File: config.mk
export PLATFORM = sky130hd
export DESIGN_NAME = sci_counter_p
export DESIGN_NICKNAME = d
export VERILOG_FILES = /design/src/rtl/sci_counter_p.sv
export SDC_FILE = /design/constraint.sdc
export NUM_CORES = 1
export LEC_CHECK = 0
export CAP_MARGIN = 20
export CORE_MARGIN = 3
export CORE_UTILIZATION = 28
export DETAILED_ROUTE_END_ITERATION = 6
export GPL_TIMING_DRIVEN = 0
export PLACE_DENSITY = 0.51
export SKIP_LAST_GASP = 1
export SLEW_MARGIN = 0
export SYNTH_ARGS = -nofsm -noshare
export SYNTH_HDL_FRONTEND = slang
export SYNTH_SLANG_ARGS = --single-unit
File: constraint.sdc
create_clock -name clk -period 3.3 [get_ports clk]
set_clock_uncertainty 0.05 [all_clocks]
set_input_delay 0.495 -clock clk [delete_from_list [all_inputs] [get_ports clk]]
set_output_delay 0.495 -clock clk [all_outputs]
set_load 0.005 [all_outputs]
File: src/rtl/sci_counter_p.sv
`default_nettype none
// ---------------------------------------------------------------------------
// sci_counter_p : approximate event counter reporting base x RADIX^exponent
// Rev 1.0
// ---------------------------------------------------------------------------
module sci_counter_p #(
  parameter int RADIX       = 10,
  parameter int MANT_DIGITS = 2,
  parameter int EXP_MAX     = 9,
  parameter int EXP_W       = 4,
  parameter int PRE_W       = 30,
  parameter bit SATURATE    = 1'b1,
  localparam int MMAX       = RADIX ** MANT_DIGITS,
  localparam int MMIN       = RADIX ** (MANT_DIGITS - 1),
  localparam int MANT_W     = $clog2(MMAX)
) (
  input  logic              clk,
  input  logic              rst,
  input  logic              en,
  input  logic              clr,
  input  logic              snap,
  output logic [MANT_W-1:0] base,
  output logic [EXP_W-1:0]  exponent,
  output logic              tick,
  output logic              exp_step,
  output logic              ovf,
  output logic [MANT_W-1:0] snap_base,
  output logic [EXP_W-1:0]  snap_exponent,
  output logic              snap_valid
);

  localparam logic [MANT_W-1:0] BASE_TOP = MANT_W'(MMAX - 1);
  localparam logic [MANT_W-1:0] BASE_MIN = MANT_W'(MMIN);
  localparam logic [EXP_W-1:0]  EXP_TOP  = EXP_W'(EXP_MAX);
  localparam logic [PRE_W-1:0]  PRE_ONE  = PRE_W'(1);
  localparam logic [PRE_W-1:0]  RADIX_P  = PRE_W'(RADIX);

  logic [MANT_W-1:0] base_q, base_d;
  logic [EXP_W-1:0]  exp_q, exp_d;
  logic [PRE_W-1:0]  pre_q, pre_d;
  logic [PRE_W-1:0]  thr_q, thr_d;
  logic              ovf_q, ovf_d;
  logic              tick_q, tick_d;
  logic              exp_step_q, exp_step_d;
  logic [MANT_W-1:0] snap_base_q, snap_base_d;
  logic [EXP_W-1:0]  snap_exp_q, snap_exp_d;
  logic              snap_valid_q, snap_valid_d;

  logic [PRE_W:0]    pre_inc;
  logic              pre_wrap;
  logic              base_last;
  logic              exp_last;
  logic              halted;

  assign pre_inc   = {1'b0, pre_q} + {{PRE_W{1'b0}}, 1'b1};
  assign pre_wrap  = (pre_inc == {1'b0, thr_q});
  assign base_last = (base_q == BASE_TOP);
  assign exp_last  = (exp_q == EXP_TOP);
  // A saturated counter ignores events until cleared.
  assign halted    = SATURATE && ovf_q;

  always_comb begin
    base_d       = base_q;
    exp_d        = exp_q;
    pre_d        = pre_q;
    thr_d        = thr_q;
    ovf_d        = ovf_q;
    tick_d       = 1'b0;
    exp_step_d   = 1'b0;
    snap_base_d  = snap_base_q;
    snap_exp_d   = snap_exp_q;
    snap_valid_d = snap_valid_q;

    if (snap) begin
      snap_base_d  = base_q;
      snap_exp_d   = exp_q;
      snap_valid_d = 1'b1;
    end

    if (clr) begin
      base_d = '0;
      exp_d  = '0;
      pre_d  = '0;
      thr_d  = PRE_ONE;
      ovf_d  = 1'b0;
    end else if (en && !halted) begin
      if (pre_wrap) begin
        pre_d  = '0;
        tick_d = 1'b1;
        if (base_last) begin
          if (exp_last) begin
            ovf_d = 1'b1;
            if (SATURATE) begin
              base_d = BASE_TOP;
              exp_d  = EXP_TOP;
            end else begin
              base_d = '0;
              exp_d  = '0;
              thr_d  = PRE_ONE;
            end
          end else begin
            base_d     = BASE_MIN;
            exp_d      = exp_q + EXP_W'(1);
            thr_d      = thr_q * RADIX_P;
            exp_step_d = 1'b1;
          end
        end else begin
          base_d = base_q + MANT_W'(1);
        end
      end else begin
        pre_d = pre_inc[PRE_W-1:0];
      end
    end
  end

  always_ff @(posedge clk) begin
    if (rst) begin
      base_q       <= '0;
      exp_q        <= '0;
      pre_q        <= '0;
      thr_q        <= PRE_ONE;
      ovf_q        <= 1'b0;
      tick_q       <= 1'b0;
      exp_step_q   <= 1'b0;
      // A snapshot taken on the reset edge still captures the pre-edge count.
      snap_base_q  <= snap ? base_q : '0;
      snap_exp_q   <= snap ? exp_q : '0;
      snap_valid_q <= 1'b0;
    end else begin
      base_q       <= base_d;
      exp_q        <= exp_d;
      pre_q        <= pre_d;
      thr_q        <= thr_d;
      ovf_q        <= ovf_d;
      tick_q       <= tick_d;
      exp_step_q   <= exp_step_d;
      snap_base_q  <= snap_base_d;
      snap_exp_q   <= snap_exp_d;
      snap_valid_q <= snap_valid_d;
    end
  end

  assign base          = base_q;
  assign exponent      = exp_q;
  assign tick          = tick_q;
  assign exp_step      = exp_step_q;
  assign ovf           = ovf_q;
  assign snap_base     = snap_base_q;
  assign snap_exponent = snap_exp_q;
  assign snap_valid    = snap_valid_q;

endmodule
`default_nettype wire

# == Yosys cells after proc, flatten, opt, wreduce, memory -nomap -nowiden ==
# Cells that the tools add are included.
# totals
word_cells,43
inputBits,5
output_inout_bits,26
regBits,86
# classes
n_mul,1
reduce_logical,10
n_addsub,3
n_eq_ne,3
muxes,12
n_bitwise,4
# ops
operator,n
$mux 7,5
$add 30x1->31 const B,1
$eq 31x30->1,1
$mul 30x3->29 const B,1
$mux 30,1
$mux 4,4
$reduce_and 4->1,2
$add 7x1->7 const B,1
$eq 7x7->1 const B,1
$reduce_or 5->1,1
$add 4x1->4 const B,1
$eq 4x4->1 const B,1
$not 1->1,4
$reduce_and 3->1,1
$reduce_or 3->1,1
$mux 1,2
$reduce_and 2->1,1
$reduce_bool 2->1,1
$reduce_or 2->1,1
$logic_and 1x1->1,1
$logic_not 1->1,1

# == Logic depth before layout (Yosys ltp) ==
# logic_depth
word_depth,4
ltp_mapped,13
mapped_depth_nobuf,12

# == Worst setup path before layout ==
# OpenSTA, ideal clock, no wires.
# synth_timing
path_kind,register to register
from,register pre_q[0]
to,register base_q[5] (netlist: base[5])
setup_slack_ns,0.262
t_required_ns,3.134
n_path_buf,2
setup_ns,0.116
arrival_time_ns,2.871
stages_incl_launch_ff,13
synth_period_minus_slack_ns,3.038
path_cell_list,dfxtp_1 ha_1 and3_1 nand4_1 or3_1 xnor2_1 nor4_1 nand3_1 buf_4 nor2_4 buf_4 a21oi_1 a31o_2
# synth_via
elab_chain_len,3
# synth_rtl
item,line,rtl
from (decl),40,"logic [PRE_W-1:0] pre_q, pre_d;"
from (signal assigned),132,pre_q <= pre_d;
$add 30x1->31,55,"assign pre_inc = {1'b0, pre_q} + {{PRE_W{1'b0}}, 1'b1};"
$eq 31x30->1,56,"assign pre_wrap = (pre_inc == {1'b0, thr_q});"
$reduce_and 2->1 (no line),--,
to (signal assigned),130,base_q <= base_d;
to (decl),38,"logic [MANT_W-1:0] base_q, base_d;"
# Every way passes these cells.
# A chain may end at the register's enable or synchronous reset.

# == Final worst setup path ==
# layout_timing
from,register pre_q[10]
to,register exp_q[0] (netlist: exponent[0])
# layout_via
elab_chain_len,3
# layout_rtl
item,line,rtl
$add 30x1->31,55,
$eq 31x30->1,56,
$reduce_and 3->1 (no line),--,
to (signal assigned),131,exp_q <= exp_d;
to (decl),39,"logic [EXP_W-1:0] exp_q, exp_d;"
# Every way passes these cells.

==> run metrics <==
Final GP Congestion=around 0.84; antenna fix cells=0; placed insts=roughly 1100; Area Growth Syn to Fin=19.12%; drt pass-1 iters=4; nets@finish=about 850; io pins=31; max-cap violations=0; # rows=53; WL final=between 15 and 20 mm; layout cell share with drive strength beyond 1=0.1213; CP startpoint kind=flop; cell taking the most area after synthesis=dfxtp_1; drt drc=0; Die Wd=about 150 um; most frequent cell after synthesis=nand2_1; Cell Area, Synth=slightly above 6000 um^2; Register Area=1848 um^2; Multi-input gate area=approximately 4300 um^2; warnings from Yosys=0; number of flops mapped to enable cells by yosys=11; area share of the largest cell type after synthesis=0.2423; CP Capture Type=flop; period utilisation layout=0.9554; Commonest cells post-synth=nand2_1, dfxtp_1, ha_1, nor2_1, a21oi_1; status=complete, no violations; Synthesized Nets=between 800 and 900; Initial Util=0.2902; antenna violations before repair=0; clk_lat worst skew=0.35 ns; crit path max fanout=6; via/cell ratio=5.025; sequential share of the synthesized area=0.2956; Avg Cell Area, Syn=8.272 um^2; final number of hold-violating endpoints=0; FF-to-FF path depth=13; R2R setup slack=~0.15 ns; CP required=approximately 3.5 ns; Final ANT Viol Nets=0; die area=23950 um^2; GRT Total Usage=0.1448; RR Endpoint=exponent[0]$_SDFFE_PP0P_; Core Area=about 21000 um^2; HP Class=reg -> reg; pin count of the biggest net entering global routing=17; vias=~5400; htree depth=3; Endpoint, Worst Hold=snap_valid$_SDFFE_PP0P_; Finished Layout Cells=1075; Hold Path Stages=2; Critical Path AT=roughly 3.4 ns; DP HPWL=roughly 13 mm; Cells after Synth=between 700 and 800; CTS buffer count=9; final setup fails=0; Slew @ Worst Pin=slightly below 0.8 ns; Async SR Flop Fraction=0; pins over their slew limit=0; Slew HR=0.4830; wire length per cell=15.80 um; Worst VDD drop=~240 uV; Netlist cell types=between 70 and 80; PwrDens=between 300 and 400 nW/um^2; height of the die=approximately 150 um; CP Class=reg -> reg; flop and latch count out of synthesis=86; Static Leakage=about 0.0030 uW; top_reg_cell synth=dfxtp_1; port bufs=30; CTS root buffer=clkbuf_16; crit path time final=approximately 3.2 ns; gr ovfl total=0; top cells by area, synth=dfxtp_1, ha_1, nand2_1, xnor2_1, edfxtp_1; Worst-path clk slew=around 0.07 ns; Worst Min Path Start=snap_valid$_SDFFE_PP0P_; TritonCTS clock tree=yes; worst hold margin=between 0.4 and 0.5 ns; CTS Sinks=86; fill cell count=2270; R2R Path Start=pre_q[10]$_SDFFE_PP0P_; Max Fclk=about 0.32 GHz; initial detailed-routing violation count=roughly 320; first-pass GRT wire length=28.22 mm; number of global-route vias before repair=between 5000 and 6000; Longest Clk Path Bufs=2
## flip-flops by register name, summed over array words and instances (netlist names)
| name | cells |
|---|---|
| base | 7 |
| exp_step | 1 |
| exponent | 4 |
| ovf | 1 |
| pre_q | 30 |
| snap_base | 7 |
| snap_exponent | 4 |
| snap_valid | 1 |
| thr_q | 30 |
| tick | 1 |
## worst max path at each step
stage / startpoint / end / slack, ns
global route: pre_q[8]$_SDFFE_PP0P_ / exponent[0]$_SDFFE_PP0P_ / -0.004
floorplan: pre_q[0]$_SDFFE_PP0P_ / base[5]$_SDFFE_PP0P_ / 0.26
finish: pre_q[10]$_SDFFE_PP0P_ / exponent[0]$_SDFFE_PP0P_ / 0.15
global placement: thr_q[15]$_SDFFE_PP0P_ / thr_q[28]$_SDFFE_PP0P_ / -0.67
CTS: thr_q[3]$_SDFFE_PP0P_ / thr_q[28]$_SDFFE_PP0P_ / -0.02
detailed placement: thr_q[13]$_SDFFE_PP0P_ / thr_q[28]$_SDFFE_PP0P_ / -0.62
## per-layer routing
metal / vias to the layer above / GRT usage / share of wire
li1: 2807 / - / -
met1: 2514 / 0.2049 / 0.51
met2: 63 / 0.2317 / 0.45
met3: 18 / 0.01511 / 0.027
met4: 0 / 0.04584 / 0.017
met5: - / 0 / 0
## through the flow
stage / setup TNS [ns] / instance area, um^2 / setup WS, ns / utilization / total power (uW)
4_1_cts: -0.01502 / 7261 / -0.01502 / 0.3400 / 2357
3_5_place_dp: -28.74 / 6840 / -0.6238 / 0.3203 / 1210
6_report: 0 / 7381 / 0.1473 / 0.3457 / 2335
5_1_grt: -0.003888 / 7381 / -0.003888 / 0.3457 / 2409
3_3_place_gp: -29.69 / 6840 / -0.6706 / 0.3203 / 1210
2_1_floorplan: 0 / 6196 / 0.2624 / - / 1156
## cell families after synthesis
family | Yosys count | synth area share
mux | 7 | 0.01151
simple gates | 322 | 0.2672
flops | 86 | 0.2956
compound gates | 154 | 0.1654
buf+inv | 47 | 0.03716
xor+xnor | 79 | 0.1129
fa+ha+maj | 54 | 0.1103
## what timing repair did
action	in CTS	in global routing
pin swaps	4	7
buffers inserted	3	5
endpoints found under the setup margin	72	66
hold buffers	0	0
resized for setup	13	31
## cell usage in the layout, fill, tap and decap left out, types with 16 or more instances in the layout
cell type | Yosys | final
nor2_1 | 53 | 52
ha_1 | 53 | 52
nand3_1 | 28 | 27
clkdlybuf4s50_1 | 0 | 30
xnor2_1 | 44 | 44
and3_1 | 18 | 17
nand4_1 | 16 | 16
nor3_1 | 24 | 23
a31oi_1 | 20 | 20
nand2_1 | 109 | 109
dfxtp_1 | 75 | 66
a21oi_1 | 51 | 48
xor2_1 | 34 | 34
## layout make-up
cell class                 instances  area share
inverter                           7    0.003560
buffer                            37     0.02797
tap                              275     0.04662
multi-input combinational        616      0.5786
clock buffer                       9     0.03051
timing repair buffer              38     0.04848
clock inverter                     7     0.01390
sequential                        86      0.2504
## report_power, final
group | switching, uW | leakage (uW) | total (uW) | internal, uW
clock network | 466 | 0.000163 | 1140 | 676
registers | 6.35 | 0.000731 | 1070 | 1070
logic | 71.4 | 0.00214 | 120 | 48.2
## critical path, stage by stage (launching register included)
cell and delay [ns]:
dfxtp_1 0.47, and4_4 0.29, nand4_1 0.14, buf_4 0.17
or3_1 0.39, xnor2_1 0.16, nor4_2 0.31, nand3_1 0.19
buf_6 0.20, buf_2 0.19, buf_4 0.15, nor4_1 0.23
a21oi_1 0.07, nor2_1 0.09
Power figures use the tool's default switching activity.
